File: config.mk
export PLATFORM = sky130hd
export DESIGN_NAME = button_event_arbiter
export DESIGN_NICKNAME = d
export VERILOG_FILES = /design/src/rtl/button_event_arbiter.sv
export SDC_FILE = /design/constraint.sdc
export NUM_CORES = 1
export LEC_CHECK = 0
export CELL_PAD_IN_SITES_DETAIL_PLACEMENT = 1
export CELL_PAD_IN_SITES_GLOBAL_PLACEMENT = 1
export CORE_MARGIN = 5
export CORE_UTILIZATION = 30
export DETAILED_ROUTE_END_ITERATION = 7
export GPL_TIMING_DRIVEN = 0
export PLACE_DENSITY_LB_ADDON = 0.1
export SYNTH_ARGS = -nofsm -noshare
export SYNTH_HDL_FRONTEND = slang
export SYNTH_SLANG_ARGS = --single-unit
File: constraint.sdc
create_clock -name clk -period 3.6 [get_ports clk]
set_input_delay 0.72 -clock clk [delete_from_list [all_inputs] [get_ports clk]]
set_output_delay 0.72 -clock clk [all_outputs]
set_load 0.05 [all_outputs]
File: src/rtl/button_event_arbiter.sv
// Push-button front end: sync, debounce and press detection, then a round-robin
// arbiter into a small event FIFO. Define AUTO_REPEAT_EN to add hold auto-repeat.
module button_event_arbiter #(
  parameter int unsigned NUM_BTN         = 4,
  parameter int unsigned DEBOUNCE_CYCLES = 16,
  parameter int unsigned FIFO_DEPTH      = 4,
  parameter int unsigned REPEAT_CYCLES   = 1024
) (
  input  logic                       clk,
  input  logic                       reset,
  input  logic [NUM_BTN-1:0]         pb,
  output logic                       evt_valid,
  output logic [$clog2(NUM_BTN)-1:0] evt_id,
  input  logic                       evt_ready,
  output logic [NUM_BTN-1:0]         pending,
  output logic                       overflow
);

  localparam int unsigned IDW = $clog2(NUM_BTN);
  localparam int unsigned DCW = $clog2(DEBOUNCE_CYCLES);
  localparam int unsigned AW  = $clog2(FIFO_DEPTH);
  localparam int unsigned CW  = AW + 1;

  if (NUM_BTN < 2 || NUM_BTN > 8 || DEBOUNCE_CYCLES < 2 || FIFO_DEPTH < 2 ||
      (FIFO_DEPTH & (FIFO_DEPTH - 1)) != 0 || REPEAT_CYCLES < 2) begin : g_bad_cfg
    $error("button_event_arbiter: unsupported parameter set");
  end

  logic [NUM_BTN-1:0] s1, s2, stable, stable_d;
  logic [DCW-1:0]     dcnt [NUM_BTN];
  logic [NUM_BTN-1:0] press_c, take_c;
  logic               gnt_c, pop_c, full_c;
  logic [IDW-1:0]     gnt_id_c, head_c, ptr;
  logic [IDW-1:0]     mem [FIFO_DEPTH];
  logic [AW-1:0]      rd, wr, rd_c;
  logic [CW-1:0]      count, count_c;

  // Two-flop synchronizer and per-button debounce
  always_ff @(posedge clk) begin
    if (reset) begin
      s1       <= '0;
      s2       <= '0;
      stable   <= '0;
      stable_d <= '0;
      for (int i = 0; i < int'(NUM_BTN); i++) dcnt[i] <= '0;
    end else begin
      s1       <= pb;
      s2       <= s1;
      stable_d <= stable;
      for (int i = 0; i < int'(NUM_BTN); i++) begin
        if (s2[i] == stable[i]) begin
          dcnt[i] <= '0;
        end else if (dcnt[i] == DCW'(DEBOUNCE_CYCLES - 1)) begin
          stable[i] <= s2[i];
          dcnt[i]   <= '0;
        end else begin
          dcnt[i] <= dcnt[i] + DCW'(1);
        end
      end
    end
  end

`ifdef AUTO_REPEAT_EN
  localparam int unsigned RCW = $clog2(REPEAT_CYCLES);

  logic [RCW-1:0]     rcnt [NUM_BTN];
  logic [NUM_BTN-1:0] rep;

  // rep is high one cycle out of every REPEAT_CYCLES of continuous hold
  always_ff @(posedge clk) begin
    if (reset) begin
      rep <= '0;
      for (int i = 0; i < int'(NUM_BTN); i++) rcnt[i] <= '0;
    end else begin
      for (int i = 0; i < int'(NUM_BTN); i++) begin
        if (!stable[i]) begin
          rcnt[i] <= '0;
          rep[i]  <= 1'b0;
        end else if (rcnt[i] == RCW'(REPEAT_CYCLES - 1)) begin
          rcnt[i] <= '0;
          rep[i]  <= 1'b1;
        end else begin
          rcnt[i] <= rcnt[i] + RCW'(1);
          rep[i]  <= 1'b0;
        end
      end
    end
  end

  assign press_c = (stable & ~stable_d) | (rep & stable);
`else
  assign press_c = stable & ~stable_d;
`endif

  assign pop_c  = (count != '0) && evt_ready;
  assign full_c = (count == CW'(FIFO_DEPTH));

  // Round-robin search starting one past the last granted button
  always_comb begin
    int unsigned idx;
    idx      = 0;
    gnt_c    = 1'b0;
    gnt_id_c = '0;
    take_c   = '0;
    if (!full_c) begin
      for (int unsigned k = 1; k <= NUM_BTN; k++) begin
        idx = (32'(ptr) + k) % NUM_BTN;
        if (!gnt_c && pending[IDW'(idx)]) begin
          gnt_c    = 1'b1;
          gnt_id_c = IDW'(idx);
        end
      end
    end
    if (gnt_c) take_c[gnt_id_c] = 1'b1;
  end

  always_ff @(posedge clk) begin
    if (reset) begin
      pending  <= '0;
      overflow <= 1'b0;
      ptr      <= IDW'(NUM_BTN - 1);
    end else begin
      pending  <= (pending & ~take_c) | press_c;
      overflow <= overflow | (|(press_c & pending & ~take_c));
      if (gnt_c) ptr <= gnt_id_c;
    end
  end

  // Next head: a push into an (after-pop) empty queue bypasses the memory
  always_comb begin
    count_c = count + CW'(gnt_c) - CW'(pop_c);
    rd_c    = pop_c ? rd + AW'(1) : rd;
    head_c  = ((count - CW'(pop_c)) == '0) ? gnt_id_c : mem[rd_c];
  end

  always_ff @(posedge clk) begin
    if (reset) begin
      rd        <= '0;
      wr        <= '0;
      count     <= '0;
      evt_valid <= 1'b0;
      evt_id    <= '0;
      for (int i = 0; i < int'(FIFO_DEPTH); i++) mem[i] <= '0;
    end else begin
      if (gnt_c) begin
        mem[wr] <= gnt_id_c;
        wr      <= wr + AW'(1);
      end
      rd        <= rd_c;
      count     <= count_c;
      evt_valid <= (count_c != '0);
      evt_id    <= head_c;
    end
  end

endmodule

* Word level (Yosys, flattened, before mapping)
Memories as Yosys holds them, arrays and structs flattened.
Cells that the tools add are included.
** Operators by class
- Add/subtract/negate cells :: 13
- Order comparisons :: 6
- Equal/unequal tests :: 9
- Muxes and demuxes :: 90
- Bitwise gates (word level) :: 24
- Reduce and logical (&&, ||, !) cells :: 17
** Operators with widths (count)
- $mux W1 :: 63
- $mux W4 :: 13
- $mux W2 :: 9
- $add A4 B1 Y4 const B :: 4
- $and A4 B4 Y4 :: 4
- $eq A4 B4 Y1 const B :: 4
- $lt A2 B3 Y1 const B :: 5
- $or A1 B1 Y1 :: 13
- $add A2 B1 Y2 const B :: 4
- $bmux W1 S2 :: 4
- $not A4 Y4 :: 2
- $reduce_and A2 Y1 :: 4
- $reduce_bool A3 Y1 :: 2
- $sub A3 B1 Y3 :: 2
- $logic_and A1 B1 Y1 :: 5
- $add A2 B2 Y2 const B :: 2
- $eq A1 B1 Y1 :: 4
- $not A1 Y1 :: 4
- $or A4 B4 Y4 :: 1
- $reduce_or A4 Y1 :: 1
- $add A3 B1 Y3 :: 1
- $eq A3 B3 Y1 const B :: 1
- $logic_not A1 Y1 :: 3
- $logic_not A3 Y1 :: 1
- 3 further kinds :: 3
** Storage, ports and cells
- Register bits :: 33
- Bits in writable memories :: 24
- Bits of input ports :: 7
- Output and inout bits :: 8
- Logic and storage cells :: 176
- Memories :: 2
** Memories
- dcnt :: words 4, width 4, rd ports 4, clocked after memory_dff 0, write ports 4, RTL line 30 : logic [DCW-1:0] dcnt [NUM_BTN];
- mem :: words 4, width 2, rd ports 1, clocked after memory_dff 0, write ports 4, RTL line 34 : logic [IDW-1:0] mem [FIFO_DEPTH];

* Longest topological paths before layout
- Word-level depth :: 26
- Depth in mapped cells :: 9
- Gate-level depth less buffers :: 9

* Worst setup path before layout
No wires, ideal clock.
- Path kind :: input port to flip-flop
- From :: input port evt_ready
- To :: register evt_valid
- Library setup time :: 0.130 ns
- Arrival time :: 2.218 ns
- Required time :: 3.470 ns
- Path slack :: 1.252 ns
- Cell stages on the path :: 9
- Path buffers :: 0
- Path through :: o31ai_1 > inv_2 > ha_1 > inv_1 > ha_1 > fa_1 > xnor2_1 > xnor2_1 > a21oi_1
** On the way
- Word-level cells in the longest chain between the ends :: 3
** Ends and longest elaborated chain
- start: declaration :: RTL line 14 : input logic evt_ready,
- $logic_and A1 B1 Y1 :: RTL line 95 : assign pop_c = (count != '0) && evt_ready;
- $sub A3 B1 Y3 :: RTL line 131 : count_c = count + CW'(gnt_c) - CW'(pop_c);
- $reduce_bool A3 Y1 :: RTL line 151 : evt_valid <= (count_c != '0);
- end signal: assignment :: RTL line 151
- end: declaration :: RTL line 12 : output logic evt_valid,
No other way between the ends.
A chain may end at the register's enable or synchronous reset.

* Worst setup path after layout
Ends and elaborated chain as after synthesis.

==> impl_metrics.csv <==
group,metric,value,unit
placement,port_buffers,14,
timing,worst_slew_pin_slew,861.0,ps
synth,synth_cells,261,
clock_tree,hold_buffers,0,
clock_tree,clock-sinks,57,
clock_tree,cts-resized-gates,0,
drt,wl,5189,um
floorplanning,fp.dieArea,10670,um^2
drt,vias,1857,
pwr,swShare,31.36,%
placement,hpwl,3757,um
synth,synth-seq-area-share,52.90,%
worst_setup_path,cp.arrival,2820,ps
drt,drtPass1Iterations,4,
clock_tree,cts_tree,"yes",
synth,ys_warn_count,0,
worst_setup_path,critPathKind,"input port to register",
synth,syn_area,2611,um^2
cells_and_area,final_cell_mix,"nor2_1 (44), dfxtp_1 (33), edfxtp_1 (24)",
clock_tree,clk_pin_slew,60,ps
drt,ant_nets,0,
pwr,ir_worst_vdd,0.1581,mV
timing,slew_violations,0,
synth,synth_cell_type_count,44,
timing,clock_skew,9.899,ps
placement,post_dp_cell_area,2943,um^2
worst_setup_path,reg2reg_to,"evt_valid",
grt,grtUsageTotal,10.90,%
worst_setup_path,endpoint,"evt_valid",
pwr,pwr-share-seq,44.7,%
clock_tree,clk_latency,330,ps
synth,ys_seq_elements,57,
pwr,leakage,1.192,nW
placement,gp_congestion,0.7510,
synth,synthTopCellsByArea,"edfxtp_1 (28%), dfxtp_1 (25%), nor2_1 (6.3%)",
pwr,p_per_area,547.2,nW/um^2
timing,relSlewSlack,42.54,%
floorplanning,dieWidth,103.3,um
flow_run,cap_violations,0,
timing,max_freq,0.3800,GHz
floorplanning,start_util,30.39,%
synth,synth_top_cell_by_area,"edfxtp_1",
floorplanning,core,8593,um^2
timing,min_period_over_period,73.09,%
clock_tree,cts_inserted_buffers,9,
worst_setup_path,cp.required,3790,ps
floorplanning,io_pins,15,
floorplanning,die_h,103.3,um
cells_and_area,antenna_cells,0,
worst_setup_path,r2r_cells,9,
synth,synth.avg_cell_area,10.00,um^2
drt,drtIter0Drc,41,
synth,synth_edf_count,24,
worst_setup_path,r2r_slack,1100,ps
cells_and_area,fin_nets,317,
grt,antenna_found_initial,0,
worst_hold_path,hold_path.class,"register to register",
cells_and_area,drive_above_1_share,7.843,%
timing,setup_viol,0,
pwr,comb_power_share,25.5,%
grt,grt_pass1_vias,1885,
worst_setup_path,startpoint,"evt_ready",
drt,via_per_inst,4.486,
clock_tree,root_buffer,"clkbuf_8",
clock_tree,post-cts-setup-buffer-count,0,
floorplanning,rows,34,
grt,grt_overflow,0,
pwr,p_int,1.167,mW
pwr,pwr-share-clk,29.8,%
cells_and_area,design_area,3107,um^2
synth,yosys.area.top_type_share,27.60,%
pwr,switchingPower,0.5331,mW
run_status,status,"finished clean",
clock_tree,cts_buffer_depth,2,
clock_tree,cts_htree_levels,3,
worst_setup_path,crit_fanout,9,
synth,synth-async-reset-ratio,0,%
drt,drc,0,
timing,rsz0062_at_grt,"no",
timing,post-route-min-period,2631,ps
worst_setup_path,cp-start-kind,"input port",
drt,detail_route.wl_per_cell,12.53,um
grt,grt_max_degree,11,
worst_setup_path,r2r-start,"count[2]",
synth,dominantRegCellSynth,"dfxtp_1",
cells_and_area,area_growth,18.97,%
cells_and_area,final_common_cell,"nor2_1",
worst_hold_path,min_from,"s1[1]",
worst_setup_path,worst_setup_path_end_kind,"register",
timing,hold_viol_final,0,
grt,grt_pass1_wl,8749,um
timing,setup_tns,0,ps
worst max-delay path, cell delays in order:
cell and delay, ps:
clkdlybuf4s50_1 410, o31ai_1 130, inv_2 180, ha_1 320, inv_1 60, ha_1 180, fa_1 380, xnor2_1 180
xnor2_1 170, a21oi_1 90
metal layers:
layer,vias to the layer above,global-route usage (%),part of all wire (%)
met5,-,0,0
met4,0,5.677,1.8
met3,8,2.951,2.7
met2,18,17.22,46
met1,880,13.62,50
li1,951,-,-
final cells by class:
| class | instances | area [um^2] |
|---|---|---|
| fill | 1016 | 5487 |
| sequential | 57 | 1381 |
| multi-input combinational | 195 | 1190 |
| clock buffer | 12 | 145.1 |
| timing repair buffer | 14 | 140.1 |
| tap | 108 | 135.1 |
| inverter | 15 | 56.30 |
| buffer | 9 | 40.04 |
| clock inverter | 4 | 18.77 |
logic make-up after synthesis:
family	share of synthesized area (%)
simple gates	20.75
flops	52.90
compound gates	8.817
buf+inv	3.689
xor+xnor	6.373
fa+ha+maj	4.600
mux	2.731
other cells	0.1436
power groups by stage:
stage / clock, mW / combinational [mW] / sequential, mW
2_1_floorplan: 0 / 0.291 / 0.810
3_3_place_gp: 0 / 0.436 / 0.774
3_5_place_dp: 0 / 0.436 / 0.775
4_1_cts: 0.536 / 0.442 / 0.760
5_1_grt: 0.562 / 0.485 / 0.766
6_report: 0.507 / 0.434 / 0.760
synthesized netlist by cell type, types with 2 or more instances:
| cell | number |
|---|---|
| nand2_1 | 12 |
| or3_1 | 6 |
| o31ai_1 | 3 |
| xnor2_1 | 11 |
| ha_1 | 8 |
| a211oi_1 | 3 |
| a21oi_1 | 6 |
| and3_1 | 4 |
| o21ai_0 | 8 |
| mux2i_1 | 6 |
| dfxtp_1 | 33 |
| xor2_1 | 8 |
| nor2b_1 | 19 |
| buf_2 | 2 |
| inv_1 | 14 |
| nor3_1 | 3 |
| edfxtp_1 | 24 |
| nand2b_1 | 7 |
| o211ai_1 | 2 |
| clkbuf_1 | 6 |
| nand3_1 | 10 |
| nor2_1 | 44 |
sequential cells by signal, indices dropped and copies added, names as in the netlist:
register and count:
count 3, dcnt 16, evt_id 2, evt_valid 1, mem 8, overflow 1
pending 4, ptr 2, rd 2, s1 4, s2 4, stable 4
stable_d 4, wr 2
worst min-delay path by stage:
stage          cells past startpoint     to  slack (ps)
3_5_place_dp                       1  s2[1]         430
5_1_grt                            1  s2[2]         460
2_1_floorplan                      1  s2[0]         410
3_3_place_gp                       1  s2[3]         420
4_1_cts                            1  s2[1]         440
6_report                           1  s2[1]         440
per-stage QoR:
step / utilization, % / total power, mW / setup WS (ps) / hold slack [ps] / std cells
floorplan: - / 1.101 / 1252 / 413.8 / 276
global placement: 34.25 / 1.209 / 597.0 / 417.7 / 398
detailed placement: 34.25 / 1.211 / 583.7 / 428.9 / 398
CTS: 36.15 / 1.738 / 944.7 / 443.7 / 414
global route: 36.15 / 1.813 / 859.1 / 462.7 / 414
finish: 36.15 / 1.700 / 968.8 / 439.8 / 414
(Power assumes the default switching activity.)
